`config.mk`:
```
export PLATFORM = sky130hd
export DESIGN_NAME = mic_frame_fifo
export DESIGN_NICKNAME = d
export VERILOG_FILES = /design/src/rtl/mic_pkg.sv /design/src/rtl/mic_fifo_mem.sv /design/src/rtl/mic_frame_fifo.sv
export SDC_FILE = /design/constraint.sdc
export NUM_CORES = 1
export LEC_CHECK = 0
export ABC_AREA = 1
export CAP_MARGIN = 10
export CORE_MARGIN = 3
export CORE_UTILIZATION = 34
export CTS_BUF_LIST = sky130_fd_sc_hd__clkbuf_8
export DETAILED_ROUTE_END_ITERATION = 16
export PLACE_DENSITY_LB_ADDON = 0.25
export REMOVE_ABC_BUFFERS = 1
export SYNTH_ARGS = -nofsm -noshare
export SYNTH_HDL_FRONTEND = slang
export SYNTH_SLANG_ARGS = --single-unit
```
`constraint.sdc`:
```
create_clock -name bclk -period 3.2 [get_ports bclk]
set_input_delay 0.48 -clock bclk [delete_from_list [all_inputs] [get_ports bclk]]
set_output_delay 0.48 -clock bclk [all_outputs]
set_load 0.02 [all_outputs]
```
`src/rtl/mic_pkg.sv`:
```
// Shared types and widths for the mic sample path.
// Latency: n/a (types only). Backpressure: n/a.
package mic_pkg;
    localparam int SAMPLE_W   = 16;
    localparam int DROP_CNT_W = 8;

    typedef logic signed [SAMPLE_W-1:0] sample_t;

    // Increment that sticks at all-ones so the drop counter never wraps back to a small value.
    function automatic logic [DROP_CNT_W-1:0] sat_inc(input logic [DROP_CNT_W-1:0] v);
        return (&v) ? v : v + DROP_CNT_W'(1);
    endfunction
endpackage

```
`src/rtl/mic_fifo_mem.sv`:
```
// DEPTH x W storage with one synchronous write port and one asynchronous read port.
// Latency: write visible on read port the cycle after we. Backpressure: none, caller gates we.
module mic_fifo_mem #(
    parameter int W     = 16,
    parameter int DEPTH = 64,
    parameter int AW    = $clog2(DEPTH)
) (
    input  logic          clk,
    input  logic          we,
    input  logic [AW-1:0] waddr,
    input  logic [W-1:0]  wdata,
    input  logic [AW-1:0] raddr,
    output logic [W-1:0]  rdata
);
    logic [W-1:0] mem [DEPTH];

    always_ff @(posedge clk) begin
        if (we) begin
            mem[waddr] <= wdata;
        end
    end

    assign rdata = mem[raddr];
endmodule

```
`src/rtl/mic_frame_fifo.sv`:
```
// Buffers deserialised mic samples into a FWFT valid/ready stream and tags frame ends.
// Latency: 1 cycle write-to-out_valid. Backpressure: samples arriving while full are dropped and counted.
module mic_frame_fifo
    import mic_pkg::*;
#(
    parameter int N         = SAMPLE_W,
    parameter int DEPTH     = 64,
    parameter int FRAME_LEN = 32
) (
    input  logic                       bclk,
    input  logic                       rst_n,
    input  logic                       sample_valid,
    input  logic [N-1:0]               sample_data,
    input  logic                       flush,
    input  logic                       clr_overflow,
    output logic                       out_valid,
    input  logic                       out_ready,
    output logic [N-1:0]               out_data,
    output logic                       out_last,
    output logic [$clog2(DEPTH):0]     level,
    output logic                       overflow,
    output logic [DROP_CNT_W-1:0]      drop_count
);
    localparam int PTR_W = $clog2(DEPTH);
    localparam int LVL_W = PTR_W + 1;
    localparam int FP_W  = $clog2(FRAME_LEN);

    localparam logic [LVL_W-1:0] FULL_LVL = LVL_W'(DEPTH);
    localparam logic [FP_W-1:0]  FP_LAST  = FP_W'(FRAME_LEN - 1);

    logic [PTR_W-1:0] wr_ptr;
    logic [PTR_W-1:0] rd_ptr;
    logic [FP_W-1:0]  frame_pos;
    logic             full;
    logic             push;
    logic             pop;
    logic             drop;

    // flush wins over everything; a sample coinciding with it is silently discarded.
    assign full      = (level == FULL_LVL);
    assign push      = sample_valid && !flush && !full;
    assign drop      = sample_valid && !flush && full;
    assign pop       = out_valid && out_ready && !flush;

    assign out_valid = (level != '0);
    assign out_last  = out_valid && (frame_pos == FP_LAST);

    mic_fifo_mem #(
        .W     (N),
        .DEPTH (DEPTH),
        .AW    (PTR_W)
    ) u_mem (
        .clk   (bclk),
        .we    (push),
        .waddr (wr_ptr),
        .wdata (sample_data),
        .raddr (rd_ptr),
        .rdata (out_data)
    );

    always_ff @(posedge bclk or negedge rst_n) begin
        if (!rst_n) begin
            wr_ptr     <= '0;
            rd_ptr     <= '0;
            level      <= '0;
            frame_pos  <= '0;
            overflow   <= 1'b0;
            drop_count <= '0;
        end else begin
            if (flush) begin
                wr_ptr    <= '0;
                rd_ptr    <= '0;
                level     <= '0;
                frame_pos <= '0;
            end else begin
                if (push) begin
                    wr_ptr <= wr_ptr + PTR_W'(1);
                end
                if (pop) begin
                    rd_ptr    <= rd_ptr + PTR_W'(1);
                    frame_pos <= (frame_pos == FP_LAST) ? '0 : frame_pos + FP_W'(1);
                end
                case ({push, pop})
                    2'b10:   level <= level + LVL_W'(1);
                    2'b01:   level <= level - LVL_W'(1);
                    default: level <= level;
                endcase
            end

            // A drop in the same cycle as clr_overflow leaves a fresh count of one.
            if (drop) begin
                overflow   <= 1'b1;
                drop_count <= clr_overflow ? DROP_CNT_W'(1) : sat_inc(drop_count);
            end else if (clr_overflow) begin
                overflow   <= 1'b0;
                drop_count <= '0;
            end
        end
    end
endmodule

```
==> results.sh <==
export IMPL_final_hold_viol_count=0
export IMPL_coreArea_um2=123000
export IMPL_async_flop_share_pct=3.12
export IMPL_place_hpwl_um=72200
export IMPL_synth_ff_type="sky130_fd_sc_hd__edfxtp_1"
export IMPL_total_number_of_h_tree_levels=4
export IMPL_crit_slowest_cell="sky130_fd_sc_hd__dfrtp_4"
export IMPL_fp_dieW_um=358
export IMPL_insertion_delay_ns=0.84
export IMPL_worstPathMaxFanout=14
export IMPL_clockRootBuffer="sky130_fd_sc_hd__clkbuf_8"
export IMPL_gr_usage_all_layers_pct=19.7
export IMPL_synth_xor_area_share_pct=0.125
export IMPL_num_fill_cells=11288
export IMPL_violations="setup timing"
export IMPL_r2r_worst_path_cells=8
export IMPL_vdd_drop_max_mv=0.585
export IMPL_routed_via_count=28491
export IMPL_crit_path_frequent_cell="sky130_fd_sc_hd__buf_16"
export IMPL_timing_final_crit_share_pct=116
export IMPL_fin_util_pct=42.1
export IMPL_initial_standard_cell_utilization_of_the_core_pct=34.4
export IMPL_max_cap_viol_count=0
export IMPL_grt_max_degree=65
export IMPL_met3_length_um=8080
export IMPL_p_leak_nw=17.5
export IMPL_post_drt_via_cell_ratio=5.31
export IMPL_total_standard_cell_area_after_synthesis_um2=42200
export IMPL_detailedRoute_firstPassIterationCount=5
export IMPL_setup_ws_ns=-0.503
export IMPL_io_pins=56
export IMPL_global_route_wire_length_before_repair_um=187000
export IMPL_remaining_drc_errors=0
export IMPL_timing_reg2reg_setup_slack_ns=0.42
export IMPL_status="finished, violations left"
export IMPL_drt_first_iter_violations=2914
export IMPL_hold_path_cell_count=1
export IMPL_critical_path_end_type="output pin"
export IMPL_avgRoutedWirePerCell_um=23.8
export IMPL_slew_limit_headroom_pct=30.0
export IMPL_rows=128
export IMPL_hold_path_class="in2reg"
export IMPL_critical_path_class="reg2out"
export IMPL_floorplan_die_height_um=358
export IMPL_path_cells="buf_16 > buf_16 > o21ai_0 > o22ai_1 > o21ai_1 > o211ai_1 > nand3_1 > nand2_2 > buf_6"
export IMPL_number_of_antenna_violations_at_the_first_check_in_global_routing=4
export IMPL_clock_sink_count=1057
export IMPL_met2_length_um=59900
export IMPL_syn_instance_count=3243
export IMPL_layout_drive_gt1_share_pct=20.0
export IMPL_worst_path_buf_inv=3
export IMPL_grt_setup_unrepaired="yes"
export IMPL_critical_path_max_stage_delay_ns=0.57
export IMPL_cp_num_cells=9
export IMPL_synth_ff_latch_count=1057
export IMPL_post_place_cells=4961
export IMPL_place_port_buffers=55
export IMPL_yosysWarnings=0
export IMPL_synth_simple_gate_area_share_pct=8.39
export IMPL_layout_min_cycle_time_ns=3.70
export IMPL_tritoncts_clock_tree="done"
export IMPL_yosysSeqAreaShare_pct=74.8
export IMPL_ctsLongestPathBuffers=3
export IMPL_total_count_of_max_transition_violations_in_the_final_report=0
export IMPL_synthDistinctLibCells=44
export IMPL_power_mw=38.3
export IMPL_total_grt_overflow=0
export IMPL_synthMuxAreaShare_pct=0
export IMPL_final_setup_viol_count=16
export IMPL_synth_adder_area_share_pct=0.208
export IMPL_layoutNonFillerInstCount=5361
export IMPL_power_density_nw_per_um2=744
export IMPL_worst_setup_path_start_kind="flop"
export IMPL_routed_top_layer="met5"
export IMPL_clk_pin_slew_ns=0.06
export IMPL_postRouteWirelength_um=128000
export IMPL_synth_edf_count=1024
export IMPL_timing_critical_path_required_ns=2.72
export IMPL_cts_buffers_inserted=174
export IMPL_fin_worst_skew_ns=0.0384
export IMPL_layout_cells_most_common="sky130_fd_sc_hd__edfxtp_1"
export IMPL_m1WireLength_um=57200
export IMPL_synth_compound_area_share_pct=13.6
export IMPL_max_freq_ghz=0.270
export IMPL_syn_avg_cell_area_um2=13.0
export IMPL_synth_top_family_by_area="compound AO/OA/AOI/OAI gates"
export IMPL_most_frequent_cells_in_the_layout="sky130_fd_sc_hd__edfxtp_1, sky130_fd_sc_hd__nor2_1, sky130_fd_sc_hd__o21ai_0"
export IMPL_antenna_violating_nets_post_route=0
export IMPL_vias_in_the_first_global_route=27616
export IMPL_design_die_area_um2=128000
export IMPL_timing_critical_path_max_delay_family="compound AO/OA/AOI/OAI gates"
export IMPL_nets=3626
export IMPL_gp_congestion=0.802
export IMPL_arrival_time_at_the_worst_endpoint_ns=3.22
export IMPL_syn2layout_area_growth_pct=22.2
export IMPL_worst_slew_pin_transition_ns=1.05
state kept, by name, summed over array words and instances (netlist names):
signal      count
overflow        1
rd_ptr          6
drop_count      8
u_mem.mem    1024
frame_pos       5
level           7
wr_ptr          6
path summary, 6_finish.rpt:
path | from | to
max | rd_ptr[1] | out_data[5]
max in group asynchronous | rst_n | rd_ptr[0]
min reg2reg | overflow | overflow
max reg2reg | level[2] | u_mem.mem[29][11]
min in group asynchronous | rst_n | level[4]
min | sample_data[12] | u_mem.mem[46][12]
power by group:
part           internal, mW  switching (mW)  total, mW  leakage, nW
Sequential             15.3           0.133       15.4         9.65
Combinational          4.99            7.08       12.1         5.98
Clock                  5.46            5.38       10.8         1.86
Total                  25.8            12.6       38.3         17.5
synthesized netlist by cell type, drive strengths merged, types with 9 or more instances:
library cell | count | area share (%)
a21oi | 9 | 0.11
buf | 83 | 1.2
clkbuf | 141 | 1.3
dfrtp | 33 | 2.0
edfxtp | 1024 | 73
inv | 46 | 0.41
nand2 | 101 | 0.96
nand3 | 52 | 0.68
nor2 | 702 | 6.3
o211ai | 52 | 0.92
o21ai | 647 | 7.7
o21bai | 15 | 0.27
o221ai | 27 | 0.56
o22ai | 260 | 3.9
or2 | 14 | 0.21
repair_timing:
action / 4_1_cts / 5_1_grt
endpoints found under the hold margin: 60 / 0
cloned: 24 / 5
pin swaps: 54 / 70
endpoints found under the setup margin: 16 / 16
buffers inserted: 52 / 5
hold buffers: 6 / 0
gates resized for setup: 195 / 94
layer usage:
metal,vias to the layer above,track usage (%)
met5,-,0
met4,2,5.00
met3,203,3.55
met2,961,31.3
met1,14412,27.8
li1,12913,-
kinds of logic (layout without fill, tap and decap cells):
family                   after synthesis  after routing
AND/OR/NAND/NOR                      882            882
flip-flops                          1057           1057
XOR/XNOR                               6              6
adder cells (fa/ha/maj)                7              7
other                                  0              3
AO/OA/AOI/OAI                       1019           1019
buffers and inverters                272            762
layout make-up:
type / instances / area, um^2 / share of cell area (%)
well taps: 1625 / 2030 / 3.94
clock buffers: 180 / 2480 / 4.80
repair inverters: 2 / 20.0 / 0.0388
repair buffers: 400 / 4570 / 8.85
inverters: 48 / 211 / 0.410
diodes: 3 / 7.51 / 0.0146
clock inverters: 132 / 653 / 1.27
flip-flops and latches: 1057 / 31600 / 61.3
multi-input cells: 1914 / 10000 / 19.4
stage by stage:
step	setup TNS [ns]	instance area, um^2	setup slack, ns	hold slack [ns]
6_report	-7.01	51600	-0.503	0.173
5_1_grt	-9.29	51600	-0.612	0.147
4_1_cts	-8.51	51200	-0.566	0.0971
3_5_place_dp	-0.337	46200	-0.205	0.484
3_3_place_gp	-0.395	46200	-0.209	0.483
2_1_floorplan	-275.41	41200	-15.28	0.184
Power figures use the tool's default switching activity.
